`config.mk`:
```
export PLATFORM = sky130hd
export DESIGN_NAME = min_reduce_int16_ctrl
export DESIGN_NICKNAME = d
export VERILOG_FILES = /design/src/rtl/min_reduce_pkg.sv /design/src/rtl/min_sel_int.sv /design/src/rtl/min_reduce_int16_ctrl.sv
export SDC_FILE = /design/constraint.sdc
export NUM_CORES = 1
export LEC_CHECK = 0
export BUFFER_PORTS_ARGS = -buffer_cell sky130_fd_sc_hd__buf_2
export CAP_MARGIN = 30
export CORE_AREA = 2 2 73 75
export CTS_CLUSTER_DIAMETER = 50
export DETAILED_ROUTE_END_ITERATION = 16
export DIE_AREA = 0 0 75 77
export PLACE_DENSITY = 0.54
export SETUP_SLACK_MARGIN = 0.4
export SLEW_MARGIN = 20
export SYNTH_ARGS = -nofsm -noshare
export SYNTH_HDL_FRONTEND = slang
export SYNTH_SLANG_ARGS = --single-unit
```
`constraint.sdc`:
```
create_clock -name clk -period 2.5 [get_ports clk]
set_input_delay 0.5 -clock clk [delete_from_list [all_inputs] [get_ports clk]]
set_output_delay 0.5 -clock clk [all_outputs]
set_load 0.05 [all_outputs]
```
`src/rtl/min_reduce_pkg.sv`:
```
// Shared types and default sizing for the signed-min reduction controller.
package min_reduce_pkg;
  localparam int DEF_WIDTH = 16;
  localparam int DEF_COUNT = 8;

  typedef enum logic [1:0] {
    IDLE  = 2'd0,
    ACCUM = 2'd1,
    DONE  = 2'd2
  } state_e;
endpackage

```
`src/rtl/min_sel_int.sv`:
```
// Combinational signed min select: returns b when a > b, else a (ties keep a).
module min_sel_int #(
  parameter int WIDTH = 16
) (
  input  logic signed [WIDTH-1:0] a_i,
  input  logic signed [WIDTH-1:0] b_i,
  output logic signed [WIDTH-1:0] min_o,
  output logic                    take_b_o
);
  assign take_b_o = a_i > b_i;
  assign min_o    = take_b_o ? b_i : a_i;
endmodule

```
`src/rtl/min_reduce_int16_ctrl.sv`:
```
// Streams COUNT signed operands through one shared min comparator and returns the minimum.
// Define MIN_REDUCE_ARGMIN_EN to add the out_idx port (position of the minimum).
module min_reduce_int16_ctrl
  import min_reduce_pkg::*;
#(
  parameter  int WIDTH = DEF_WIDTH,
  parameter  int COUNT = DEF_COUNT,
  localparam int IDX_W = (COUNT > 1) ? $clog2(COUNT) : 1
) (
  input  logic                    clk,
  input  logic                    rst,
  input  logic                    start,
  output logic                    busy,
  input  logic                    in_valid,
  output logic                    in_ready,
  input  logic signed [WIDTH-1:0] in_data,
  output logic                    out_valid,
  input  logic                    out_ready,
  output logic signed [WIDTH-1:0] out_data
`ifdef MIN_REDUCE_ARGMIN_EN
  ,
  output logic [IDX_W-1:0]        out_idx
`endif
);
  state_e                  state_q, state_d;
  logic [IDX_W-1:0]        cnt_q, cnt_d;
  logic signed [WIDTH-1:0] acc_q, acc_d;
  logic signed [WIDTH-1:0] sel_min;
  logic                    take_b, accept, last, replace;

  min_sel_int #(.WIDTH(WIDTH)) u_sel (
    .a_i      (acc_q),
    .b_i      (in_data),
    .min_o    (sel_min),
    .take_b_o (take_b)
  );

  assign in_ready  = (state_q == ACCUM);
  assign busy      = (state_q != IDLE);
  assign out_valid = (state_q == DONE);
  assign out_data  = acc_q;
  assign accept    = in_valid && in_ready;
  assign last      = (cnt_q == IDX_W'(COUNT - 1));
  // The first operand of a reduction seeds the accumulator unconditionally.
  assign replace   = (cnt_q == '0) || take_b;

  always_comb begin
    state_d = state_q;
    cnt_d   = cnt_q;
    acc_d   = acc_q;
    unique case (state_q)
      IDLE: if (start) begin
        state_d = ACCUM;
        cnt_d   = '0;
      end
      ACCUM: if (accept) begin
        acc_d = replace ? in_data : sel_min;
        if (last) state_d = DONE;
        else      cnt_d   = cnt_q + 1'b1;
      end
      DONE: if (out_ready) state_d = IDLE;
      default: state_d = IDLE;
    endcase
  end

  always_ff @(posedge clk or posedge rst) begin
    if (rst) begin
      state_q <= IDLE;
      cnt_q   <= '0;
      acc_q   <= '0;
    end else begin
      state_q <= state_d;
      cnt_q   <= cnt_d;
      acc_q   <= acc_d;
    end
  end

`ifdef MIN_REDUCE_ARGMIN_EN
  logic [IDX_W-1:0] idx_q, idx_d;

  always_comb begin
    idx_d = idx_q;
    if (accept && replace) idx_d = cnt_q;
  end

  always_ff @(posedge clk or posedge rst) begin
    if (rst) idx_q <= '0;
    else     idx_q <= idx_d;
  end

  assign out_idx = idx_q;
`endif
endmodule

```
==> summary.md <==
| Metric | Value |
|---|---|
| Outcome | finished, final reports clean |
| Final setup TNS | 0 ns |
| Cell Area, Synth | 0.001683 mm2 |
| Type of the worst setup path | reg2reg |
| Mean cell area of the mapped netlist | 10.72 um2 |
| Arrival time at the worst endpoint | 2.31 ns |
| Worst Skew | 0.004904 ns |
| Insertion delay to the later sink of the worst-skew pair | 0.26 ns |
| Count of yosys warnings during synthesis | 0 |
| Number of cells in the finished layout apart from fillers | 279 |
| Crit Path Max Fanout | 8 |
| Wire length of the first global-routing pass | 6796 um |
| Final critical delay including setup and external delays | 2.132 ns |
| Setup repair after global routing missed its margin | true |
| Pre-CTS setup slack | 0.08415 ns |
| ANT cells | 0 |
| Peak supply drop | 0.5166 mV |
| Library cell used as clock root buffer | clkbuf_8 |
| Average detailed-routed wire length per instance | 15.74 um |
| Number of synthesized flops with an enable pin | 0 |
| Mapped Nets | 197 |
| Dominant combinational cell family by area after synthesis | compound AO/OA/AOI/OAI gates |
| Chip Width | 75 um |
| Most frequent standard cell in the layout excluding fill and tap cells | buf_2 |
| Number of antenna violations at the first check in global routing | 0 |
| Die Footprint | 0.005775 mm2 |
| DPL Wire Length | 2799 um |
| Count of maximum capacitance violations | 0 |
| Clock transition time at the flip-flop clock pins of the worst setup and hold paths | 0.08 ns |
| Number of global-route vias before repair | 1358 |
| Total power density per cell area | 1276 mW/mm2 |
| Count of clock tree sinks | 21 |
| Mux cell area share after synthesis | 0% |
| Initial DRC count | 59 |
| Data required time of the worst path | 2.68 ns |
| Placement row count | 26 |
| H-tree Lvls | 1 |
| Remaining global-route overflow | 0 |
| Vias | 1399 |
| Number of cells in the design after placement | 267 |
| Final cycle utilization of the critical path | 85.28% |
| Least-Margin Pin Slew | 0.4994 ns |
| Hold violation count in the final report | 0 |
| Total of flip-flops plus latches after synthesis | 21 |
| Worst hold-check path type | in2async |
| Worst slew margin relative to its limit | 66.71% |
| Total core area | 0.004977 mm2 |
| Final-report setup violation count | 0 |
| Most frequently used flop master after synthesis | dfrtp_1 |
| Top Ports | 40 |
| Starting density of the core | 33.81% |
| Adder-cell share of the synthesized area | 14.13% |
| Maximum number of pins on one net before global-route repair | 22 |
| Setup WS post-layout | 0.3680 ns |
| Share of the synthesized netlist area taken by xor and xnor gates | 0% |
| Most used cells in the layout excluding fill and tap cells | buf_2 (39), inv_1 (35), dfrtp_2 (15), ha_1 (14), o31ai_2 (11) |
| Total Routed Length | 4391 um |
| CP Capture Type | flop |
| Detail Route Antenna Nets | 0 |
| Final nets | 250 |
| Number of fillers in the final layout | 488 |
| Total routing resource utilization after global routing | 15.23% |
| Post-synthesis simple-gate area fraction | 9.294% |
| Fraction of the mapped netlist area in compound gates | 33.68% |
| Floorplan die height | 77 um |
| F_max | 0.4690 GHz |
| Clock tree from TritonCTS | yes |
| Count of unique library cells instantiated by Yosys | 34 |
| Register area share after synthesis | 31.23% |
| Critical path launch point type | flop |
| Count of TritonRoute iterations in the first routing pass | 4 |
| Synthesis-to-finish area growth | 36.28% |
| DRC violation count after routing | 0 |
| Final weighted congestion in routability-driven placement | 0.7274 |
| Port bufs | 39 |
| Detail-routed via count per cell | 5.014 |
| Number of max-slew violations in the final report | 0 |
| Async set or reset register ratio after synthesis | 100.0% |
| Ratio of cells with drive above 1 in the final layout | 54.55% |
| Synth Instances | 157 |
| Number of buffers created by CTS | 3 |
| Clock Path Buffers | 2 |
| LEAKAGE | 0.001026 uW |
==> through the flow <==
| step | instance area (um2) | utilization [%] | hold slack (ns) | total power [uW] |
|---|---|---|---|---|
| finish | 2293 | 46.08 | 0.2555 | 2927 |
| global route | 2293 | 46.08 | 0.3130 | 3140 |
| CTS | 2115 | 42.48 | 0.2646 | 2740 |
| detailed placement | 2001 | 40.20 | 0.5099 | 2396 |
| global placement | 2001 | 40.20 | 0.5049 | 2381 |
| floorplan | 1729 | - | 0.4665 | 2062 |
==> critical path, stage by stage (launching register included) <==
cell and delay (ns):
dfrtp_2 0.43, ha_4 0.21, a21o_1 0.17, a2111o_1 0.41, buf_4 0.16, o311a_4 0.46
o31ai_2 0.19
==> layout make-up <==
cell class | instances | area (um2) | area share (%)
Multi-Input combinational cell | 97 | 1185 | 51.66
Sequential cell | 21 | 544.3 | 23.73
Timing Repair Buffer | 51 | 296.5 | 12.93
Inverter | 36 | 135.1 | 5.892
Tap cell | 70 | 87.58 | 3.819
Clock buffer | 4 | 45.04 | 1.964
==> synthesized netlist by cell type, types with 2 or more instances <==
cell,number,share of area (%)
nor2_1,5,1.1
nand2_1,4,0.89
nor2b_1,3,1.1
dfrtp_1,21,31
ha_1,19,14
o31ai_1,6,2.7
a22o_1,2,1.0
o31ai_2,10,7.4
nand4_1,4,1.5
buf_2,2,0.59
inv_1,36,8.0
a21oi_1,7,2.1
buf_6,2,1.3
o311ai_1,6,3.1
o311ai_2,10,9.7
a21o_1,2,0.89
==> repair_timing <==
item	in CTS	in global routing
setup endpoints to repair	16	16
gates cloned	3	1
gates resized for setup	6	21
hold buffers	0	0
buffers inserted	1	3
pin swaps	6	11
==> worst paths after layout <==
kind | from | endpoint | slack (ns) | cells after the start
worst max-delay path | out_data[13]$_DFFE_PP0P_ | out_data[3]$_DFFE_PP0P_ | 0.37 | 6
worst min-delay path | rst | out_data[12]$_DFFE_PP0P_ | 0.26 | 3
worst max register to register | out_data[13]$_DFFE_PP0P_ | out_data[3]$_DFFE_PP0P_ | 0.37 | 6
worst min register to register | state_q[1]$_DFFE_PP0P_ | state_q[0]$_DFFE_PP0P_ | 0.53 | 1
max in group asynchronous | rst | out_data[4]$_DFFE_PP0P_ | 1.99 | 3
min in group clk | in_data[9] | out_data[9]$_DFFE_PP0P_ | 0.50 | 3
==> registers in the layout, indices dropped and copies added (netlist names) <==
register  cells
cnt_q         3
out_data     16
state_q       2
==> power by group <==
group          internal (uW)  leakage [uW]  switching (uW)  total (uW)
sequential               523      0.000241             149         672
clock                    114     0.0000228             120         234
combinational            745      0.000763            1280        2020
total                   1380       0.00103            1550        2930
==> per-layer routing <==
layer,global-route usage [%],wire length [um],share of wire (%)
met2,23.33,2119,48
met4,2.679,23,0.52
met1,22.00,2070,47
met3,3.285,178,4.1
met5,0,0,0
==> kinds of logic (layout without fill, tap and decap cells) <==
logic type,count (synthesis),count (layout)
AOI/OAI and AO/OA,52,54
adders and majority gates,19,19
buffers and inverters,42,91
DFF,21,21
and+or+nand+nor,23,24
(Power assumes the default switching activity.)
